===== src/rtl/apb_i2c_regs.sv =====
// -----------------------------------------------------------------------------
// apb_i2c_regs
//
// APB3 register front-end for the I2C master controller. It holds the TX FIFO
// ({last, byte}) that the controller drains and the RX FIFO that the
// controller fills. It also holds the SCL divider, and it collects the
// controller's event pulses into sticky interrupt status with a registered
// level interrupt.
//
// Build option: define APB_I2C_PSLVERR_EN to drive pslverr on bad accesses.
// Without it, pslverr is tied low and all other behaviour is the same.
//
// APB handshake:
//   setup  = psel & ~penable
//   access = psel &  penable
//   The slave has zero wait states, so pready is always 1.
//   Writes commit on the edge that ends the access cycle.
//   Read data is registered on the edge that ends the setup cycle, so it is
//   stable during the access cycle.
//   An RX_DATA read pops the RX FIFO on that same setup edge.
//
// Ports:
//   clk, resetn              clock, asynchronous active-low reset
//   paddr/psel/penable/pwrite/pwdata -> APB request
//   pready/prdata/pslverr    <- APB response
//   i2c_scl_div_rate         SCL divider to the controller
//   tx_fifo_ren/empty/dout/dout_last  TX FIFO controller side (non-FWFT)
//   rx_fifo_wen/full/din     RX FIFO controller side
//   i2c_tx_done, i2c_rx_done, i2c_slave_resp_err, i2c_rx_overflow  event pulses
//   i2c_tx_bytes_n, i2c_rx_bytes_n  byte counts captured on the done pulses
//   irq                      registered level interrupt
//
// Register map (word offsets):
//   0x00 TX_DATA  W    push {pwdata[8], pwdata[7:0]}; reads 0
//   0x04 RX_DATA  R    {valid, 23'b0, byte}
//   0x08 STATUS   R    [0] tx_empty [1] tx_full [2] rx_empty [3] rx_full
//                      [8 +: LW] tx_level [20 +: LW] rx_level
//   0x0C CTRL     RW   [7:0] divider; a write of 0 is stored as 1
//   0x10 INT_STS  W1C  [4:0] flags, [11:8] tx bytes, [15:12] rx bytes
//   0x14 INT_EN   RW   [4:0]
// -----------------------------------------------------------------------------
module apb_i2c_regs #(
   parameter int FIFO_DEPTH = 16,
   parameter int DIV_RST    = 49
) (
   input  logic        clk,
   input  logic        resetn,
   input  logic [5:0]  paddr,
   input  logic        psel,
   input  logic        penable,
   input  logic        pwrite,
   input  logic [31:0] pwdata,
   output logic        pready,
   output logic [31:0] prdata,
   output logic        pslverr,
   output logic [7:0]  i2c_scl_div_rate,
   input  logic        tx_fifo_ren,
   output logic        tx_fifo_empty,
   output logic [7:0]  tx_fifo_dout,
   output logic        tx_fifo_dout_last,
   input  logic        rx_fifo_wen,
   output logic        rx_fifo_full,
   input  logic [7:0]  rx_fifo_din,
   input  logic        i2c_tx_done,
   input  logic        i2c_rx_done,
   input  logic        i2c_slave_resp_err,
   input  logic        i2c_rx_overflow,
   input  logic [3:0]  i2c_tx_bytes_n,
   input  logic [3:0]  i2c_rx_bytes_n,
   output logic        irq
);

   localparam int LW = $clog2(FIFO_DEPTH) + 1;
   localparam int AW = LW - 1;
   localparam logic [LW-1:0] FULL_LVL = LW'(FIFO_DEPTH);

   logic          setup, access;
   logic [3:0]    addr;
   logic          unused_bits;

   // Pointers carry one extra bit so that full and empty are distinguishable.
   logic [8:0]    tx_mem [FIFO_DEPTH];
   logic [7:0]    rx_mem [FIFO_DEPTH];
   logic [LW-1:0] tx_wr, tx_rd, tx_level;
   logic [LW-1:0] rx_wr, rx_rd, rx_level;
   logic          tx_full, rx_empty;
   logic          tx_push, tx_pop, rx_push, rx_pop, tx_ovf_ev;

   logic [4:0]    int_sts, int_en, sts_set, sts_clr;
   logic [3:0]    tx_cnt, rx_cnt;
   logic [31:0]   rdata;

   assign setup       = psel & ~penable;
   assign access      = psel & penable;
   assign addr        = paddr[5:2];
   assign pready      = 1'b1;
   assign unused_bits = ^{paddr[1:0], pwdata[31:9]};

   assign tx_level      = tx_wr - tx_rd;
   assign rx_level      = rx_wr - rx_rd;
   assign tx_fifo_empty = (tx_level == '0);
   assign tx_full       = (tx_level == FULL_LVL);
   assign rx_empty      = (rx_level == '0);
   assign rx_fifo_full  = (rx_level == FULL_LVL);

   // Full is judged before any same-cycle pop, so a push to a full FIFO drops.
   assign tx_push   = access & pwrite & (addr == 4'h0) & ~tx_full;
   assign tx_ovf_ev = access & pwrite & (addr == 4'h0) &  tx_full;
   assign tx_pop    = tx_fifo_ren & ~tx_fifo_empty;
   assign rx_push   = rx_fifo_wen & ~rx_fifo_full;
   assign rx_pop    = setup & ~pwrite & (addr == 4'h1) & ~rx_empty;

   assign sts_set = {tx_ovf_ev, i2c_rx_overflow, i2c_slave_resp_err, i2c_rx_done, i2c_tx_done};
   assign sts_clr = (access && pwrite && addr == 4'h4) ? pwdata[4:0] : 5'd0;

   always_comb begin
      rdata = '0;
      case (addr)
         4'h1: if (!rx_empty) rdata = {1'b1, 23'd0, rx_mem[rx_rd[AW-1:0]]};
         4'h2: begin
            rdata[0]         = tx_fifo_empty;
            rdata[1]         = tx_full;
            rdata[2]         = rx_empty;
            rdata[3]         = rx_fifo_full;
            rdata[8 +: LW]   = tx_level;
            rdata[20 +: LW]  = rx_level;
         end
         4'h3: rdata = {24'd0, i2c_scl_div_rate};
         4'h4: rdata = {16'd0, rx_cnt, tx_cnt, 3'd0, int_sts};
         4'h5: rdata = {27'd0, int_en};
         default: rdata = '0;
      endcase
   end

   // The storage arrays need no reset; the pointers define what is valid.
   always_ff @(posedge clk) begin
      if (tx_push) tx_mem[tx_wr[AW-1:0]] <= pwdata[8:0];
      if (rx_push) rx_mem[rx_wr[AW-1:0]] <= rx_fifo_din;
   end

   always_ff @(posedge clk or negedge resetn) begin
      if (!resetn) begin
         tx_wr             <= '0;
         tx_rd             <= '0;
         rx_wr             <= '0;
         rx_rd             <= '0;
         tx_fifo_dout      <= '0;
         tx_fifo_dout_last <= 1'b0;
         prdata            <= '0;
         i2c_scl_div_rate  <= 8'(DIV_RST);
         int_sts           <= '0;
         int_en            <= '0;
         tx_cnt            <= '0;
         rx_cnt            <= '0;
         irq               <= 1'b0;
      end else begin
         if (tx_push) tx_wr <= tx_wr + 1'b1;
         if (tx_pop) begin
            tx_rd             <= tx_rd + 1'b1;
            tx_fifo_dout      <= tx_mem[tx_rd[AW-1:0]][7:0];
            tx_fifo_dout_last <= tx_mem[tx_rd[AW-1:0]][8];
         end
         if (rx_push) rx_wr <= rx_wr + 1'b1;
         if (rx_pop)  rx_rd <= rx_rd + 1'b1;

         prdata <= (setup && !pwrite) ? rdata : '0;

         if (access && pwrite && addr == 4'h3)
            i2c_scl_div_rate <= (pwdata[7:0] == 8'd0) ? 8'd1 : pwdata[7:0];
         if (access && pwrite && addr == 4'h5)
            int_en <= pwdata[4:0];

         // The set term is ORed in after the clear, so a same-cycle event wins.
         int_sts <= (int_sts & ~sts_clr) | sts_set;
         if (i2c_tx_done) tx_cnt <= i2c_tx_bytes_n;
         if (i2c_rx_done) rx_cnt <= i2c_rx_bytes_n;

         irq <= |(int_sts & int_en);
      end
   end

`ifdef APB_I2C_PSLVERR_EN
   // This flag remembers whether the RX FIFO was empty when the read was set up.
   logic rd_empty_q;

   always_ff @(posedge clk or negedge resetn) begin
      if (!resetn)    rd_empty_q <= 1'b0;
      else if (setup) rd_empty_q <= rx_empty;
   end

   always_comb begin
      pslverr = 1'b0;
      if (access) begin
         if (addr > 4'h5)                              pslverr = 1'b1;
         if (pwrite && addr == 4'h0 && tx_full)        pslverr = 1'b1;
         if (pwrite && (addr == 4'h1 || addr == 4'h2)) pslverr = 1'b1;
         if (!pwrite && addr == 4'h1 && rd_empty_q)    pslverr = 1'b1;
      end
   end
`else
   assign pslverr = 1'b0;
`endif

endmodule

===== config.mk =====
export PLATFORM = sky130hd
export DESIGN_NAME = apb_i2c_regs
export DESIGN_NICKNAME = d
export VERILOG_FILES = /design/src/rtl/apb_i2c_regs.sv
export SDC_FILE = /design/constraint.sdc
export NUM_CORES = 1
export LEC_CHECK = 0
export BUFFER_PORTS_ARGS = -buffer_cell sky130_fd_sc_hd__buf_2
export CAP_MARGIN = 30
export CORE_ASPECT_RATIO = 1.4
export CORE_MARGIN = 8
export CORE_UTILIZATION = 60
export DETAILED_ROUTE_END_ITERATION = 6
export HOLD_SLACK_MARGIN = 0.15
export MAX_ROUTING_LAYER = met4
export PLACE_DENSITY = 0.85
export SYNTH_ARGS = -nofsm -noshare
export SYNTH_HDL_FRONTEND = slang
export SYNTH_SLANG_ARGS = --single-unit

===== constraint.sdc =====
create_clock -name clk -period 9.4 [get_ports clk]
set_input_delay 0.94 -clock clk [delete_from_list [all_inputs] [get_ports clk]]
set_output_delay 0.94 -clock clk [all_outputs]
set_load 0.005 [all_outputs]

Word level (Yosys, flattened, before mapping) --
Memories as Yosys holds them, arrays and structs flattened. A register that Yosys moved wholly into a read port is not among the register bits. Index checks and enable logic that the tools add are counted.
Storage, ports and cells: output and inout port bits 54, RAM bits 272, register bits after elaboration 79, memories kept 2, input port bits 65
Memory list:
- tx_mem | words 16, width 9, read ports 1, clocked after memory_dff 1, write ports 1, RTL line 82 | logic [8:0] tx_mem [FIFO_DEPTH];
- rx_mem | words 16, width 8, read ports 1, clocked after memory_dff 0, write ports 1, RTL line 83 | logic [7:0] rx_mem [FIFO_DEPTH];
Operators by class: mux-type cells 14, reductions and logical operators 12, add/subtract/negate cells 6, equal/unequal tests 7, bitwise logic cells 21
Operator list (count):
- 32-bit 2-to-1 mux | 2
- 5-bit by 1-bit adder with 5-bit output (second input constant) | 4
- 4-bit one-hot mux with 5 select lines | 1
- 4-bit one-hot mux with 4 select lines | 1
- 5-bit one-hot mux with 3 select lines | 1
- 7-bit one-hot mux with 2 select lines | 1
- 1-bit bitwise AND | 11
- 5-bit bitwise AND | 2
- 5-bit equality test (second input constant) | 2
- 5-bit zero test | 2
- 5-bit one-hot mux with 2 select lines | 1
- 5-bit subtractor | 2
- 4-bit by 2-bit equality test with 1-bit output (second input constant) | 2
- 4-bit by 3-bit equality test with 1-bit output (second input constant) | 2
- 8-bit zero test | 1
- 8-bit 2-to-1 mux | 1
- 7-bit 2-to-1 mux | 1
- 1-bit NOT | 6
- 1-bit logical AND | 5
- 5-bit 2-to-1 mux | 1
- 5-bit NOT | 1
- 5-bit bitwise OR | 1
- 5-bit OR reduction | 1
- 4-bit by 1-bit equality test with 1-bit output (second input constant) | 1
- 3 further kinds | 7

Logic depth before layout (Yosys ltp) --
depth in word-level cells 7, mapped depth 10

Worst setup path after synthesis --
Ideal clock, no wire load.
kind reg-to-reg, start register rx_rd[1], end memory rx_mem[3][0] (enable), setup time 0.398 ns, data arrival time 3.235 ns, setup slack 5.767 ns, path buffers 2, stages on the path, launching flop included 10, required time 9.002 ns, cells stage by stage dfrtp_1 clkbuf_1 clkbuf_1 inv_1 ha_1 and3b_1 o21ai_0 a2111oi_4 nand2b_1 nor4b_1
Between the ends: word-level cells in the longest chain between the ends 6
Ends and longest elaborated chain:
- from (decl) | RTL line 85 | logic [LW-1:0] rx_wr, rx_rd, rx_level;
- from (signal assigned) | RTL line 164 | if (rx_pop) rx_rd <= rx_rd + 1'b1;
- 5-bit subtractor | RTL line 100 | assign rx_level = rx_wr - rx_rd;
- 5-bit equality test | RTL line 104 | assign rx_fifo_full = (rx_level == FULL_LVL);
- named net rx_fifo_full | RTL line 62 | output logic rx_fifo_full,
- 1-bit NOT | RTL line 110 | assign rx_push = rx_fifo_wen & ~rx_fifo_full;
- 1-bit bitwise AND | RTL line 110
- 1-bit 2-to-1 mux | RTL line 138 | if (rx_push) rx_mem[rx_wr[AW-1:0]] <= rx_fifo_din;
- 1-bit 2-to-1 mux (implied by the code) | RTL line 138
- to (decl) | RTL line 83
The timed path passes the listed nets, and every way through them passes these cells.

Final worst setup path --
start register rx_rd[3], end output rx_fifo_full
Between the ends: word-level cells in the longest chain between the ends 2
Ends and longest elaborated chain (RTL line):
- 5-bit subtractor | 100
- 5-bit equality test | 104
- to (decl) | 62
Every way passes these cells.

==> qor.yml <==
drt:
  highest_layer: "met4"
  wl_met3_um: 1930
  first_pass_iters: 6
  drcViolationCount: 0
  ant_nets: 0
  wl_per_cell_um: 25.0
  via_per_inst: 6.27
  vias: 7919
  drt_wl_total_um: 31500
  wl_met2_um: 17200
  m1WireLength_um: 10900
  drtIter0Drc: 658
status:
  outcome: "finished clean"
clocking:
  post_cts_resized: 0
  cts.sinks: 350
  cts_max_level: 1
  path_clk_slew_ns: 0.07
  cts_buffer_depth: 3
  cts_tree: "done"
  cts-buffers-inserted: 31
  cts_setup_buffers: 0
  cts_hold_buf: 0
  root_buffer: "clkbuf_16"
  clk_latency_ns: 0.56
setup_path:
  reg2reg_from: "rx_rd[3]$_DFFE_PN0P_"
  cp_data_arrival_time_ns: 4.06
  worstRegToRegCells: 7
  required_ns: 8.46
  r2r-end: "rx_mem[5][5]$_DFFE_PP_"
  start_kind: "flip-flop"
  end_kind: "primary output"
  path_class: "reg -> out"
  worst-r2r-setup-slack_ns: 5.14
  cp_max_fo: 19
grt:
  grt_first_pass_wirelength_um: 48100
  grt-ovfl-total: 0
  grt_start_max_net_pins: 65
  track_usage_pct: 22.4
  antenna_found_initial: 6
  grt_pass1_vias: 8316
pwr:
  p_leak_nw: 5.89
  p_per_area_mw_per_mm2: 255
  ir_worst_vdd_mv: 0.205
sta:
  hold_viol_final: 0
  rsz0062_at_grt: "false"
  final-max-slew-violation-count: 0
  setup_viol: 0
  relSlewSlack_pct: 32.5
  finalCritPeriodShare_pct: 53.2
  worst_pin_slew_ns: 0.999
  tns_ns: 0
  hold_slack_ns: 0.248
  fin_crit_ns: 5.00
  fmax_mhz: 200
  clock_skew_ns: 0.0110
synthesis:
  avgSynthCellArea_um2: 17.3
  seq_area_frac_synth_pct: 70.5
  netlist.top_cell.by_area: "edfxtp_1"
  synth_area_mm2: 0.0144
  synthTopCellsByArea: "edfxtp_1 57%, dfrtp_1 13%, mux4_2 11%"
  synth_top_area_share_pct: 56.9
  ys.flop_type: "edfxtp_1"
  synth_cell_types: 54
  yosys_warnings: 0
  ys_seq_elements: 350
  synth-async-reset-ratio_pct: 22.3
  synthCells: 831
  synth_most_common_cell: "edfxtp_1"
  synth-edff-count: 272
  yosys-top-cells-count: "272 x edfxtp_1, 85 x nand2_1, 75 x dfrtp_1"
worst_hold_path:
  hold_class: "in -> async"
final_layout:
  stdcell_area_mm2: 0.0162
  seq_area_mm2: 0.0101
  nFillCells: 1486
  drive_above_1_share_pct: 27.6
  multi_input_area_mm2: 0.00397
  final_cell_count_no_fill: 1262
  area_delta_synth_final_pct: 12.6
  nNetsFinal: 1006
job:
  max-cap-violations: 0
die:
  dieWidth_um: 147
  fp.dieH_um: 199
  die_area_mm2: 0.0292
  coreArea_mm2: 0.0237
  initial_utilization_pct: 60.5
  pin_count: 119
  core.rowCount: 67
placed_design:
  dp.cells: 1198
  postPlaceCellArea_mm2: 0.0150
  hpwl_um: 20800
  gp_congestion: 0.827
  port_buffers: 81
## worst max-delay path by stage
stage | from | slack (ns) | end
final | rx_rd[3]$_DFFE_PN0P_ | 4.40 | rx_fifo_full
after detailed placement | rx_rd[3]$_DFFE_PN0P_ | 5.08 | rx_fifo_full
after CTS | rx_rd[3]$_DFFE_PN0P_ | 4.48 | rx_fifo_full
after floorplan | rx_rd[1]$_DFFE_PN0P_ | 5.77 | rx_mem[3][0]$_DFFE_PP_
after global routing | rx_rd[3]$_DFFE_PN0P_ | 4.30 | rx_fifo_full
after global placement | rx_rd[3]$_DFFE_PN0P_ | 5.17 | rx_fifo_full
## per-layer routing
| layer | track usage [%] | up-vias |
|---|---|---|
| li1 | - | 3420 |
| met1 | 23.7 | 4064 |
| met2 | 39.9 | 331 |
| met3 | 3.80 | 104 |
| met4 | 11.1 | 0 |
| met5 | - | - |
## report_power, final
group          leakage [nW]  switching (mW)  internal (mW)  total [mW]
combinational          1.91           0.500          0.391       0.890
clock                 0.545           0.562          0.789        1.35
sequential             3.43          0.0960           1.79        1.89
## per-stage QoR
step	setup WS [ns]	util (%)	power [mW]
detailed placement	5.08	63.4	2.80
finish	4.40	68.1	4.13
CTS	4.48	68.1	4.14
floorplan	5.77	-	2.52
global route	4.30	68.1	4.28
global placement	5.17	63.4	2.76
## sequential cells by signal (all words and copies together) (netlist names)
signal,count
i2c_scl_div_rate,8
int_en,5
int_sts,5
irq,1
prdata,22
rx_cnt,4
rx_mem,128
rx_rd,5
rx_wr,5
tx_cnt,4
tx_fifo_dout,8
tx_fifo_dout_last,1
tx_mem,144
tx_rd,5
tx_wr,5
## cell usage in the layout, fill, tap and decap left out, drive strengths merged, types with 12 or more instances in the layout
| master | instances |
|---|---|
| mux2 | 34 |
| conb | 12 |
| inv | 14 |
| nand2 | 85 |
| a21oi | 12 |
| nand3 | 22 |
| clkinv | 16 |
| buf | 95 |
| edfxtp | 272 |
| nand4 | 12 |
| dfrtp | 75 |
| xnor2 | 17 |
| a31oi | 12 |
| ha | 18 |
| nor2 | 14 |
| clkbuf | 34 |
| and3 | 30 |
| mux4 | 68 |
## cells by family after synthesis
| logic type | share of synthesized area [%] |
|---|---|
| AOI/OAI and AO/OA | 2.87 |
| xor gates and xnor gates | 1.46 |
| adders and majority gates | 1.85 |
| buffers and inverters | 2.09 |
| DFF | 70.5 |
| muxes | 13.3 |
| other | 0.0523 |
| and+or+nand+nor | 7.83 |
## worst max-delay path, cell delays in order, from the launching register on
cell	delay, ns
dfrtp_1	0.87
clkinv_1	0.77
ha_1	0.57
or3_4	0.43
a2111oi_4	0.63
buf_2	0.22
## layout make-up
| type | instances | area share [%] |
|---|---|---|
| sequential | 350 | 62.6 |
| multi-input combinational | 429 | 24.6 |
| clock buffer | 34 | 4.99 |
| timing repair buffer | 95 | 3.17 |
| tap | 310 | 2.40 |
| clock inverter | 24 | 1.80 |
| inverter | 14 | 0.325 |
| antenna | 6 | 0.0929 |
Note: power is estimated with default switching activity, not from simulation.
